--- src/rtl/uart_tx_periph_if.sv ---
// Peripheral-bus bundle between the memory stage (master) and uart_tx_periph (slave).
// rd/wr are single-cycle strobes already qualified by address decode; rdata is combinational.
interface uart_tx_periph_if;
  logic        rd;
  logic        wr;
  logic [31:0] addr;
  logic [31:0] wdata;
  logic [31:0] rdata;

  modport master (output rd, output wr, output addr, output wdata, input rdata);
  modport slave  (input rd, input wr, input addr, input wdata, output rdata);
endinterface

--- src/rtl/uart_tx_periph.sv ---
// Memory-mapped UART transmitter: TX FIFO, 8N1 framing, programmable baud divider, level irq.
// Optional parity bit (CTRL[1] enable, CTRL[2] odd) when UART_TX_PARITY_EN is defined.
module uart_tx_periph #(
  parameter int FIFO_DEPTH = 8,
  parameter int DIV_RESET  = 217
) (
  input  logic                   clk,
  input  logic                   reset,
  uart_tx_periph_if.slave        bus,
  output logic                   UART_TX,
  output logic                   irqout,
  output logic [2:0]             dbg_state
);
  localparam int AW = $clog2(FIFO_DEPTH);
  localparam int CW = AW + 1;
  localparam logic [CW-1:0] DEPTH_C = CW'(FIFO_DEPTH);

  localparam logic [2:0] ST_IDLE   = 3'd0;
  localparam logic [2:0] ST_START  = 3'd1;
  localparam logic [2:0] ST_DATA   = 3'd2;
  localparam logic [2:0] ST_STOP   = 3'd3;
`ifdef UART_TX_PARITY_EN
  localparam logic [2:0] ST_PARITY = 3'd4;
`endif

  logic [7:0]    fifo_mem_q [FIFO_DEPTH];
  logic [AW-1:0] wptr_q, wptr_d, rptr_q, rptr_d;
  logic [CW-1:0] count_q, count_d;
  logic          ovf_q, ovf_d;
  logic          irq_en_q, irq_en_d;
  logic          par_en_q, par_en_d;
  logic          par_odd_q, par_odd_d;
  logic [15:0]   div_q, div_d;
  logic [2:0]    state_q, state_d;
  logic [15:0]   cnt_q, cnt_d;
  logic [15:0]   cur_div_q, cur_div_d;
  logic [2:0]    bit_idx_q, bit_idx_d;
  logic [7:0]    shreg_q, shreg_d;
  logic          tx_q, tx_d;
  logic          irq_q, irq_d;

  logic [1:0]  sel;
  logic        wr_txdata, wr_ctrl, wr_div, rd_status;
  logic        empty, full, busy, pop, push, ovf_set, bit_end;
  logic [31:0] status_w;
  logic        unused_bus;

  always_comb begin
    sel       = bus.addr[3:2];
    wr_txdata = bus.wr && (sel == 2'd0);
    wr_ctrl   = bus.wr && (sel == 2'd2);
    wr_div    = bus.wr && (sel == 2'd3);
    rd_status = bus.rd && (sel == 2'd1);
    empty     = (count_q == '0);
    full      = (count_q == DEPTH_C);
    busy      = (state_q != ST_IDLE) || !empty;
  end

  assign unused_bus = ^{bus.addr[31:4], bus.addr[1:0], bus.wdata[31:16]};

  // Bit timer: cur_div is latched at every bit boundary so BAUDDIV writes never stretch a bit.
  always_comb begin
    state_d   = state_q;
    cnt_d     = cnt_q;
    cur_div_d = cur_div_q;
    bit_idx_d = bit_idx_q;
    shreg_d   = shreg_q;
    tx_d      = tx_q;
    pop       = 1'b0;
    bit_end   = (cnt_q == cur_div_q - 16'd1);
    if (state_q == ST_IDLE) begin
      tx_d = 1'b1;
      if (!empty) begin
        pop       = 1'b1;
        shreg_d   = fifo_mem_q[rptr_q];
        state_d   = ST_START;
        cnt_d     = 16'd0;
        cur_div_d = div_q;
        tx_d      = 1'b0;
      end
    end else if (!bit_end) begin
      cnt_d = cnt_q + 16'd1;
    end else begin
      cnt_d     = 16'd0;
      cur_div_d = div_q;
      case (state_q)
        ST_START: begin
          state_d   = ST_DATA;
          bit_idx_d = 3'd0;
          tx_d      = shreg_q[0];
        end
        ST_DATA: begin
          if (bit_idx_q == 3'd7) begin
            state_d = ST_STOP;
            tx_d    = 1'b1;
`ifdef UART_TX_PARITY_EN
            if (par_en_q) begin
              state_d = ST_PARITY;
              tx_d    = (^shreg_q) ^ par_odd_q;
            end
`endif
          end else begin
            bit_idx_d = bit_idx_q + 3'd1;
            tx_d      = shreg_q[bit_idx_q + 3'd1];
          end
        end
`ifdef UART_TX_PARITY_EN
        ST_PARITY: begin
          state_d = ST_STOP;
          tx_d    = 1'b1;
        end
`endif
        default: begin
          // End of stop bit: chain straight into the next frame when data is waiting.
          if (!empty) begin
            pop     = 1'b1;
            shreg_d = fifo_mem_q[rptr_q];
            state_d = ST_START;
            tx_d    = 1'b0;
          end else begin
            state_d = ST_IDLE;
            tx_d    = 1'b1;
          end
        end
      endcase
    end
  end

  // A pop in the same cycle frees the slot, so a write to a full FIFO is then accepted.
  always_comb begin
    push    = wr_txdata && (!full || pop);
    ovf_set = wr_txdata && full && !pop;
    wptr_d  = push ? wptr_q + AW'(1) : wptr_q;
    rptr_d  = pop ? rptr_q + AW'(1) : rptr_q;
    count_d = count_q + CW'(push) - CW'(pop);
    ovf_d   = ovf_set ? 1'b1 : (rd_status ? 1'b0 : ovf_q);
  end

  always_comb begin
    irq_en_d  = wr_ctrl ? bus.wdata[0] : irq_en_q;
    par_en_d  = 1'b0;
    par_odd_d = 1'b0;
`ifdef UART_TX_PARITY_EN
    par_en_d  = wr_ctrl ? bus.wdata[1] : par_en_q;
    par_odd_d = wr_ctrl ? bus.wdata[2] : par_odd_q;
`endif
    div_d = div_q;
    if (wr_div) div_d = (bus.wdata[15:0] < 16'd2) ? 16'd2 : bus.wdata[15:0];
    // Requiring IDLE both now and next keeps irq low across the IDLE->START pop cycle.
    irq_d = irq_en_d && (count_d == '0) && (state_q == ST_IDLE) && (state_d == ST_IDLE);
  end

  always_comb begin
    status_w         = 32'd0;
    status_w[0]      = busy;
    status_w[1]      = full;
    status_w[2]      = empty;
    status_w[3]      = ovf_q;
    status_w[8 +: CW] = count_q;
    bus.rdata = 32'd0;
    if (bus.rd) begin
      case (sel)
        2'd1:    bus.rdata = status_w;
        2'd2:    bus.rdata = {29'd0, par_odd_q, par_en_q, irq_en_q};
        2'd3:    bus.rdata = {16'd0, div_q};
        default: bus.rdata = 32'd0;
      endcase
    end
  end

  always_ff @(posedge clk) begin
    if (push) fifo_mem_q[wptr_q] <= bus.wdata[7:0];
  end

  always_ff @(posedge clk) begin
    if (reset) begin
      wptr_q    <= '0;
      rptr_q    <= '0;
      count_q   <= '0;
      ovf_q     <= 1'b0;
      irq_en_q  <= 1'b0;
      par_en_q  <= 1'b0;
      par_odd_q <= 1'b0;
      div_q     <= 16'(DIV_RESET);
      state_q   <= ST_IDLE;
      cnt_q     <= 16'd0;
      cur_div_q <= 16'(DIV_RESET);
      bit_idx_q <= 3'd0;
      shreg_q   <= 8'd0;
      tx_q      <= 1'b1;
      irq_q     <= 1'b0;
    end else begin
      wptr_q    <= wptr_d;
      rptr_q    <= rptr_d;
      count_q   <= count_d;
      ovf_q     <= ovf_d;
      irq_en_q  <= irq_en_d;
      par_en_q  <= par_en_d;
      par_odd_q <= par_odd_d;
      div_q     <= div_d;
      state_q   <= state_d;
      cnt_q     <= cnt_d;
      cur_div_q <= cur_div_d;
      bit_idx_q <= bit_idx_d;
      shreg_q   <= shreg_d;
      tx_q      <= tx_d;
      irq_q     <= irq_d;
    end
  end

  assign UART_TX   = tx_q;
  assign irqout    = irq_q;
  assign dbg_state = state_q;
endmodule
--- src/flat_wrapper.sv ---
// flat-port wrapper written by rule: the top's interface ports become plain ports
module uart_tx_periph_flat 
#(
  parameter int FIFO_DEPTH = 8,
  parameter int DIV_RESET  = 217
)
  (clk, reset, UART_TX, irqout, dbg_state, bus_rd, bus_wr, bus_addr, bus_wdata, bus_rdata);
  uart_tx_periph_if bus_i ();
  input  logic clk;
  input  logic reset;
  output logic UART_TX;
  output logic irqout;
  output logic [2:0] dbg_state;
  input wire logic [$bits(bus_i.rd)-1:0] bus_rd;
  input wire logic [$bits(bus_i.wr)-1:0] bus_wr;
  input wire logic [$bits(bus_i.addr)-1:0] bus_addr;
  input wire logic [$bits(bus_i.wdata)-1:0] bus_wdata;
  output wire logic [$bits(bus_i.rdata)-1:0] bus_rdata;
  assign bus_i.rd = bus_rd;
  assign bus_i.wr = bus_wr;
  assign bus_i.addr = bus_addr;
  assign bus_i.wdata = bus_wdata;
  assign bus_rdata = bus_i.rdata;
  uart_tx_periph #(.FIFO_DEPTH(FIFO_DEPTH), .DIV_RESET(DIV_RESET)) u_core (.clk(clk), .reset(reset), .bus(bus_i), .UART_TX(UART_TX), .irqout(irqout), .dbg_state(dbg_state));
endmodule
--- config.mk ---
export PLATFORM = sky130hd
export DESIGN_NAME = uart_tx_periph_flat
export DESIGN_NICKNAME = d
export VERILOG_FILES = /design/src/rtl/uart_tx_periph_if.sv /design/src/rtl/uart_tx_periph.sv /design/src/flat_wrapper.sv
export SDC_FILE = /design/constraint.sdc
export NUM_CORES = 1
export LEC_CHECK = 0
export ABC_AREA = 1
export CORE_MARGIN = 5
export CORE_UTILIZATION = 30
export CTS_CLUSTER_SIZE = 20
export DETAILED_ROUTE_END_ITERATION = 8
export REMOVE_ABC_BUFFERS = 1
export SLEW_MARGIN = 20
export SYNTH_ARGS = -nofsm -noshare
export SYNTH_HDL_FRONTEND = slang
export SYNTH_SLANG_ARGS = --single-unit
--- constraint.sdc ---
create_clock -name clk -period 6.82 [get_ports clk]
set_input_delay 1.023 -clock clk [delete_from_list [all_inputs] [get_ports clk]]
set_output_delay 1.023 -clock clk [all_outputs]
set_load 0.005 [all_outputs]
==> metrics.md <==
| Metric | Value |
|---|---|
| Final WL | between 15 and 20 mm |
| Worst hold margin | 0.4637 ns |
| Vias/cell | roughly 4.8 |
| Total grt overflow | 0 |
| Drt initial violations | between 300 and 400 |
| Post-CTS Setup Bufs | 0 |
| Min-Delay Path Class | flop to flop |
| CTS resizes | 0 |
| Synth area leaders | edfxtp_1 28%, dfxtp_1 23%, nand2_1 8.1% |
| DIE WIDTH | 161.9 um |
| Crit-path cells | clkdlybuf4s50_1 -> nand2_1 -> clkinv_1 -> nand2_1 -> o22ai_1 -> clkdlybuf4s50_1 |
| Core area | 22710 um2 |
| Max-slew headroom | 35.44% |
| Largest net degree at the start of global routing | 46 |
| Detail Route Antenna Nets | 0 |
| Layout cells sized above 1 | about 7.7% |
| Slew Limit Fails | 0 |
| Hold-fix buffers at CTS | 0 |
| PD cells | about 340 nW/um2 |
| Final setup violating endpoints | 0 |
| Crit Path Max Fanout | 9 |
| Std-Cell Rows | 55 |
| Sequential element share of the synthesized area | about half |
| Global placement routability congestion | a little over 0.8 |
| Post-Syn Area | around 6900 um2 |
| Area delta synth->final | 16.76% |
| Max Cap Viol | 0 |
| IO Port Bufs | 42 |
| Nets@finish | roughly 900 |
| Flops & latches, synth | about 140 |
| Clock-pin slew on the worst setup and hold paths | ~0.06 ns |
| Crit end category | output port |
| CP required | a little under 6 ns |
| Global Route Usage Sum | 12.55% |
| Post-synth top area share | roughly 28% |
| Post-synth EDFFs | between 60 and 70 |
| Post-DP HPWL | approximately 11 mm |
| Clock latency on the worst-skew pair | between 0.4 and 0.5 ns |
| Status | finished, final reports clean |
| Minimum clock period | ~4.0 ns |
| Clk sinks | ~140 |
| Worst Setup Path Type | input port to output port |
| Synth top cells by count | 149 x nand2_1, 117 x nor2_1, 79 x dfxtp_1 |
| Leak | approximately 3 nW |
| Worst-Margin Slew | 0.9649 ns |
| CTS buffer count | 17 |
| Count leader, synth | nand2_1 |
| Setup WS post-layout | 2.772 ns |
| Synth Flop Type | dfxtp_1 |
| Drc violations | 0 |
| Die span in y | roughly 160 um |
| Pre-Repair DR Iteration Count | 5 |
| Vias | 5445 |
| Vias in the first global route | between 5000 and 6000 |
| CTS root buf | clkbuf_16 |
| Startpoint types | input port |
| Fin Setup TNS | 0 ns |
| Clk_skew | about 0.0086 ns |
| Average wire per standard cell | ~14 um |
| Non-filler cells, final | ~1100 |
| Die area | 26210 um2 |
| Diode count | 0 |
| Global-route wire length before repair | about 26 mm |
| Post-synth cell types | between 40 and 50 |
| Critical-path top delay cell | clkdlybuf4s50_1 |
| Htree depth | 4 |
| Placed cells | 1113 |
| Fin crit share | between 50% and 60% |
| Worst EP arrival | a little over 3 ns |
| Cell taking the most area after synthesis | edfxtp_1 |
| RSZ-0062 raised after global routing | no |
| Post-Syn Instances | 816 |
| Max Clock Freq | 247.0 MHz |
| FFs w/ async S/R, synth | 0% |
| Avg Cell Area, Syn | ~8.5 um2 |
| Initial antenna violation count | 0 |
| VDD IR max | between 0.15 and 0.2 mV |
| IO Pins | roughly 110 |
| DP Worst Slack | around 2.8 ns |
| Bufs on Longest Clock Path | 2 |
| Hold Vio Cnt, Final | 0 |
| Max stage delay on crit path | 0.57 ns |
| Initial Util | between 30% and 40% |
| Ys Warns | 0 |
| CTS tree | built |
power by group:
group / switching, mW / internal (mW) / total, mW
Clock: 0.348 / 0.554 / 0.903
Combinational: 0.538 / 0.265 / 0.802
Sequential: 0.0600 / 0.973 / 1.03
path summary, 6_finish.rpt:
path,slack (ns),to,startpoint,cells after the start
worst max-delay path,2.77,bus_rdata[2],bus_addr[2],6
worst min-delay path,0.46,u_core.shreg_q[5],u_core.shreg_q[5],2
worst max register to register,3.30,u_core.irqout,u_core.cur_div_q[0],23
worst min register to register,0.46,u_core.shreg_q[5],u_core.shreg_q[5],2
stage by stage:
stage                     instance area, um2  utilization (%)  power (mW)
after floorplan                         6716                -       1.605
after global placement                  7503            33.04       1.847
after detailed placement                7503            33.04       1.855
after CTS                               8080            35.58       2.761
after global routing                    8080            35.58       2.905
final                                   8080            35.58       2.738
state kept, by name (all words and copies together) (netlist names), 3 cells and up, named ones only:
signal and cells:
u_core.bit_idx_q 3, u_core.cur_div_q 16, u_core.wptr_q 3, u_core.rptr_q 3, u_core.count_q 4, u_core.div_q 16
u_core.dbg_state 3, u_core.shreg_q 8, u_core.fifo_mem_q 64, u_core.cnt_q 16
cells in the final DEF (no fill, tap or decap), types with 10 or more instances in the layout:
cell / count
xor2_1: 13
nor2_1: 117
dfxtp_1: 79
nand2_1: 149
conb_1: 16
clkbuf_16: 17
nand3_1: 41
inv_1: 69
ha_1: 11
edfxtp_1: 64
clkdlybuf4s50_1: 41
o22ai_1: 10
a21oi_1: 49
o21ai_0: 67
nor2_2: 10
area by class of cell:
type | count | area, um2
Clock buffer | 21 | 460.4
Inverter | 76 | 287.8
Multi-Input combinational cell | 565 | 2925
Tap cell | 285 | 356.6
Clock inverter | 11 | 116.4
Timing Repair Buffer | 44 | 430.4
Fill cell | 2356 | 14630
Sequential cell | 143 | 3503
cells by family after synthesis:
kind of cell | synth area share [%]
adders and majority gates | 2.278
buffers and inverters | 7.919
AOI/OAI and AO/OA | 13.58
muxes | 0.2893
other | 0.05419
DFF | 50.62
and+or+nand+nor | 22.47
xor gates and xnor gates | 2.784
routing by layer:
layer	track usage, %	routed length (um)	vias up
li1	-	-	2763
met3	2.106	630	21
met1	16.61	7653	2542
met5	0	0	-
met4	4.306	229	0
met2	20.87	7778	119
worst max-delay path: cells and delay by family:
family,cells,cell delay (ns)
AND/OR/NAND/NOR,2,0.37
buffers and inverters,3,1.28
AO/OA/AOI/OAI,1,0.35
(Power assumes the default switching activity.)
